File: src/rtl/regfile_wb_ctrl_pkg.sv
// Shared constants and helpers for the register-file write-back controller.
package regfile_wb_ctrl_pkg;

  localparam int REG_IDX_W    = 5;
  localparam int NUM_REGS     = 32;
  localparam int XLEN_DEFAULT = 32;

  localparam logic [XLEN_DEFAULT-1:0] ZERO_WORD = '0;

  // One-hot mask selecting register idx; x0 never produces a bit.
  function automatic logic [NUM_REGS-1:0] reg_mask(input logic                 en,
                                                   input logic [REG_IDX_W-1:0] idx);
    reg_mask = '0;
    if (en && (idx != '0)) reg_mask[idx] = 1'b1;
  endfunction

endpackage

File: src/rtl/regfile_wb_ctrl_arbiter.sv
// wb_arbiter: one-hot grant over NREQ write-back requesters.
// WB_RR_EN selects round-robin with an internal pointer; otherwise fixed priority (index 0 wins).
module wb_arbiter #(
  parameter int NREQ = 3
) (
`ifdef WB_RR_EN
  input  logic            clk,
`endif
  input  logic            rst,
  input  logic [NREQ-1:0] req,
  output logic [NREQ-1:0] grant
);

`ifdef WB_RR_EN
  localparam int PTR_W = (NREQ > 1) ? $clog2(NREQ) : 1;

  logic [PTR_W-1:0] ptr;
  logic [PTR_W-1:0] ptr_nxt;
  logic             found;

  // Pass 0 scans indices at or above the pointer, pass 1 wraps to those below it.
  always_comb begin
    // NOTE: every output gets a default before any branch, so no latch is inferred.
    grant   = '0;
    ptr_nxt = ptr;
    found   = 1'b0;
    if (!rst) begin
      for (int pass = 0; pass < 2; pass++) begin
        for (int i = 0; i < NREQ; i++) begin
          if (!found && req[i] && ((pass == 0) == (i >= int'(ptr)))) begin
            grant[i] = 1'b1;
            found    = 1'b1;
            ptr_nxt  = (i == NREQ - 1) ? '0 : PTR_W'(i + 1);
          end
        end
      end
    end
  end

  always_ff @(posedge clk) begin
    if (rst) ptr <= '0;
    else     ptr <= ptr_nxt;
  end
`else
  logic found;

  always_comb begin
    grant = '0;
    found = 1'b0;
    if (!rst) begin
      for (int i = 0; i < NREQ; i++) begin
        if (!found && req[i]) begin
          grant[i] = 1'b1;
          found    = 1'b1;
        end
      end
    end
  end
`endif

endmodule

File: src/rtl/regfile_wb_ctrl.sv
// Write-back controller: arbitrates requesters onto the register-file write port and
// tracks pending writes for hazard detection. Define WB_RR_EN for round-robin arbitration.
module regfile_wb_ctrl
  import regfile_wb_ctrl_pkg::*;
#(
  parameter int NREQ = 3,
  parameter int XLEN = XLEN_DEFAULT
) (
  input  logic                      clk,
  input  logic                      rst,
  input  logic [NREQ-1:0]           req_valid,
  input  logic [REG_IDX_W*NREQ-1:0] req_rd,
  input  logic [XLEN*NREQ-1:0]      req_data,
  output logic [NREQ-1:0]           req_ready,
  input  logic                      mark_valid,
  input  logic [REG_IDX_W-1:0]      mark_rd,
  input  logic [REG_IDX_W-1:0]      rs1,
  input  logic [REG_IDX_W-1:0]      rs2,
  input  logic [REG_IDX_W-1:0]      rd_q,
  output logic                      rs1_busy,
  output logic                      rs2_busy,
  output logic                      rd_busy,
  output logic                      rf_wen,
  output logic [REG_IDX_W-1:0]      rf_rd,
  output logic [XLEN-1:0]           rf_wdata
);

  logic                 grant_any;
  logic [REG_IDX_W-1:0] sel_rd;
  logic [XLEN-1:0]      sel_data;

  logic [NUM_REGS-1:1]  pending;
  logic [NUM_REGS-1:1]  pending_nxt;
  logic [NUM_REGS-1:0]  set_mask;
  logic [NUM_REGS-1:0]  clr_mask;
  logic [NUM_REGS-1:0]  pending_full;

  wb_arbiter #(.NREQ(NREQ)) u_arbiter (
`ifdef WB_RR_EN
    .clk   (clk),
`endif
    .rst   (rst),
    .req   (req_valid),
    .grant (req_ready)
  );

  // Grant is one-hot, so OR-ing the selected slices picks the winner.
  always_comb begin
    grant_any = |req_ready;
    sel_rd    = '0;
    sel_data  = '0;
    for (int i = 0; i < NREQ; i++) begin
      if (req_ready[i]) begin
        sel_rd   = req_rd[REG_IDX_W*i +: REG_IDX_W];
        sel_data = req_data[XLEN*i +: XLEN];
      end
    end
  end

  // A grant to x0 is consumed but never reaches the register file.
  always_ff @(posedge clk) begin
    if (rst) begin
      rf_wen   <= 1'b0;
      rf_rd    <= '0;
      rf_wdata <= '0;
    end else begin
      // NOTE: sequential state uses non-blocking assignments so all flops update together.
      rf_wen <= grant_any && (sel_rd != '0);
      if (grant_any) begin
        rf_rd    <= sel_rd;
        rf_wdata <= sel_data;
      end
    end
  end

  // Clear on commit, then set on mark: a new producer supersedes the committing one.
  always_comb begin
    set_mask    = reg_mask(mark_valid, mark_rd);
    clr_mask    = reg_mask(rf_wen, rf_rd);
    pending_nxt = (pending & ~clr_mask[NUM_REGS-1:1]) | set_mask[NUM_REGS-1:1];
  end

  always_ff @(posedge clk) begin
    // NOTE: the pending bits are a handful of flops, not a RAM, so they take the reset.
    if (rst) pending <= '0;
    else     pending <= pending_nxt;
  end

  assign pending_full = {pending, 1'b0};
  assign rs1_busy     = pending_full[rs1];
  assign rs2_busy     = pending_full[rs2];
  assign rd_busy      = pending_full[rd_q];

endmodule

File: config.mk
export PLATFORM = sky130hd
export DESIGN_NAME = regfile_wb_ctrl
export DESIGN_NICKNAME = d
export VERILOG_FILES = /design/src/rtl/regfile_wb_ctrl_pkg.sv /design/src/rtl/regfile_wb_ctrl_arbiter.sv /design/src/rtl/regfile_wb_ctrl.sv
export SDC_FILE = /design/constraint.sdc
export NUM_CORES = 1
export LEC_CHECK = 0
export BUFFER_PORTS_ARGS = -buffer_cell sky130_fd_sc_hd__buf_2
export CAP_MARGIN = 20
export CORE_MARGIN = 3
export CORE_UTILIZATION = 48
export DETAILED_ROUTE_END_ITERATION = 12
export PLACE_DENSITY = 0.87
export SYNTH_ARGS = -nofsm -noshare
export SYNTH_HDL_FRONTEND = slang
export SYNTH_HIERARCHICAL = 1
export SYNTH_SLANG_ARGS = --single-unit
File: constraint.sdc
create_clock -name clk -period 2.9 [get_ports clk]
set_input_delay 0.87 -clock clk [delete_from_list [all_inputs] [get_ports clk]]
set_output_delay 0.87 -clock clk [all_outputs]
set_load 0.01 [all_outputs]
==> results_dict.tcl <==
set metrics [dict create \
    vias 4564 \
    wl_per_cell_um 17.2 \
    setup_viol 0 \
    clockPowerShare_pct 38.3 \
    dieArea_um2 9600 \
    critPathRequiredTime_ps 2030 \
    p_switching_mw 0.595 \
    first_global_vias 4334 \
    min-delay-start "rf_wdata[7]$_SDFFE_PP0P_" \
    clkTransAtPathRegs_ps 70 \
    h-tree-depth 3 \
    final-hold-violation-count 0 \
    avgSynthCellArea_um2 8.16 \
    postPlaceCellArea_um2 5020 \
    die_height_um 98 \
    p_seq_share_pct 43.7 \
    core-area_um2 7970 \
    syn2layout_area_growth_pct 31.3 \
    worstSkewPairLatency_ps 330 \
    clock.fmax_mhz 348 \
    drtAntennaViolNets 0 \
    maxSlewHeadroom_pct 51.8 \
    rsz0062_at_grt "yes" \
    port_buffers 180 \
    multiInputGateArea_um2 2540 \
    tightest_slew_ps 722 \
    hold_class "reg2reg" \
    startpoint_type "primary input" \
    root_buffer "clkbuf_8" \
    drive_above_1_share_pct 35.0 \
    gr-total-overflow 0 \
    seq_area_um2 1380 \
    syn_nets 635 \
    period_share_pct 99.0 \
    initial_core_util_pct 51.0 \
    antennaDiodeCount 0 \
    syn_area_um2 4060 \
    cp.arrival_ps 2000 \
    wl_mm 13.1 \
    combinationalPowerShare_pct 18.1 \
    synthCells 498 \
    synth_area_leaders "dfxtp_1 34%, a22o_1 8.0%, a22oi_1 7.0%, mux2i_1 6.7%, o21ai_0 6.7%" \
    place_congestion 0.942 \
    cts_tree "built" \
    fin_area_um2 5330 \
    p_leak_nw 2.29 \
    critPathKind "in2out" \
    dr.pass1.iters 5 \
    grt_usage_pct 26.1 \
    rr_startpoint "rf_wen$_SDFF_PP0_" \
    antenna_found_initial 0 \
    final_util_pct 66.9 \
    finalMaxSlewViolations 0 \
    grt_max_degree 55 \
    swShare_pct 25.9 \
    p_int_mw 1.70 \
    ys_ff_latch 69 \
    synth.distinct_cells 35 \
    yosysSeqAreaShare_pct 34.0 \
    hold_buffers 0 \
    synth_top_area_share_pct 34.0 \
    dp_cells 748 \
    yosys_warnings 6 \
    die_w_um 98 \
    clock_sinks 69 \
    final_cells 764 \
    crit_start "rs2[0]" \
    drt_iter0_markers 344 \
    synth_top_area_cell "dfxtp_1" \
    path_max_fanout 5 \
    vdd.ir_drop.worst_mv 0.188 \
    io_pins 181 \
    min_period_ps 2870 \
    cap_viol_max_count 0 \
    rows 32 \
    hpwl_mm 10.2 \
    fin_nets 794 \
    p_per_area_nw_per_um2 430 \
    finalPower_mw 2.29 \
    viasPerCell 5.97 \
    route.detailed.drc 0 \
    nFillCells 659 \
    grt_pass1_wl_mm 20.6 \
    cts_buffers 9 \
    clk_path_buf_depth 2 \
    cp-end-kind "primary output" \
    outcome "finished clean" \
    fin_skew_ps 8.35 \
]
## registers in the layout, summed over array words and instances, names as in the netlist
register  cells
rf_wdata     32
pending      31
rf_rd         5
rf_wen        1
## stage by stage
| step | worst slack [ps] | TNS, ps | hold slack, ps |
|---|---|---|---|
| after floorplan | 111 | 0 | 470 |
| after global placement | -33.1 | -33.1 | 458 |
| after detailed placement | -81.1 | -144 | 463 |
| after CTS | 6.18 | 0 | 480 |
| after global routing | -7.18 | -14.0 | 497 |
| final | 27.8 | 0 | 474 |
## kinds of logic (layout without fill, tap and decap cells)
group	after synthesis	in the layout	share of synthesized area (%)
AO/OA/AOI/OAI	198	198	30.9
AND/OR/NAND/NOR	148	148	18.1
flip-flops	69	69	34.0
buffers and inverters	47	211	5.39
multiplexers	36	36	11.6
## path summary, 6_finish.rpt
| check | end | slack, ps | depth (start not counted) |
|---|---|---|---|
| setup / recovery | rs2_busy | 30 | 6 |
| hold / removal | rf_wdata[7]$_SDFFE_PP0P_ | 470 | 1 |
| setup reg to reg | pending[20]$_SDFF_PP0_ | 1410 | 3 |
| hold reg to reg | rf_wdata[7]$_SDFFE_PP0P_ | 470 | 1 |
## metal layers
layer / wire (um) / part of all wire [%] / vias to the layer above / global-route usage, %
li1: - / - / 2164 / -
met5: 0 / 0 / - / 0
met4: 504 / 3.8 / 0 / 12.4
met1: 5100 / 39 / 2053 / 32.5
met2: 6380 / 48 / 301 / 44.3
met3: 1170 / 8.9 / 46 / 3.64
## cell type report
class	count	share of cell area [%]
Clock inverter	4	1.31
Clock buffer	12	2.91
Tap cell	102	2.39
Inverter	3	0.211
Sequential cell	69	25.9
Timing Repair Buffer	192	19.7
Multi-Input combinational cell	382	47.6
## power by group through the flow
stage | clock [mW] | sequential, mW | combinational [mW]
floorplan | 0 | 1.02 | 0.210
global placement | 0 | 1.02 | 0.388
detailed placement | 0 | 1.02 | 0.397
CTS | 0.886 | 1.00 | 0.400
global route | 0.921 | 1.01 | 0.452
finish | 0.878 | 1.00 | 0.414
## timing repair
| action | CTS | global route |
|---|---|---|
| resized for setup | 4 | 14 |
| setup buffers | 0 | 0 |
| endpoints found under the setup margin | 3 | 3 |
| pin swaps | 1 | 6 |
## worst max-delay path, cell delays in order
cell and delay [ps]:
buf_12 90, mux4_2 490, nand2b_4 150, o211ai_1 80, nand4_1 150, buf_2 170
## cell usage after synthesis
library cell,n
buf_4,1
o21ai_1,10
and2b_2,1
o2111ai_1,3
nor3_1,3
buf_2,19
and2_0,1
o211ai_1,3
nor4b_2,1
o21ai_0,54
nand2_1,71
nand2b_1,9
nor2b_1,12
nor3b_1,1
nor2_1,16
a21oi_1,49
inv_1,3
or3_1,1
and3b_1,1
and2b_1,1
or4_1,1
buf_6,2
nand4_1,3
nand3b_1,9
nand3_1,14
dfxtp_1,69
mux4_2,9
a22oi_1,38
nor4_4,1
o21a_1,1
mux2i_1,27
clkbuf_1,22
a22o_1,37
or3b_2,2
a211oi_1,3
## placed cells by master, fill, tap and decap left out, drive strengths merged, types with 3 or more instances in the layout
cell     instances
a211oi           3
a21oi           49
a22o            37
a22oi           38
buf            191
clkbuf          13
dfxtp           69
inv              3
mux2i           27
mux4             9
nand2           71
nand2b           9
nand3           14
nand3b           9
nand4            3
nor2            16
nor2b           12
nor3             3
o2111ai          3
o211ai           3
o21ai           64
No activity file was read; power rests on OpenSTA's default activity.
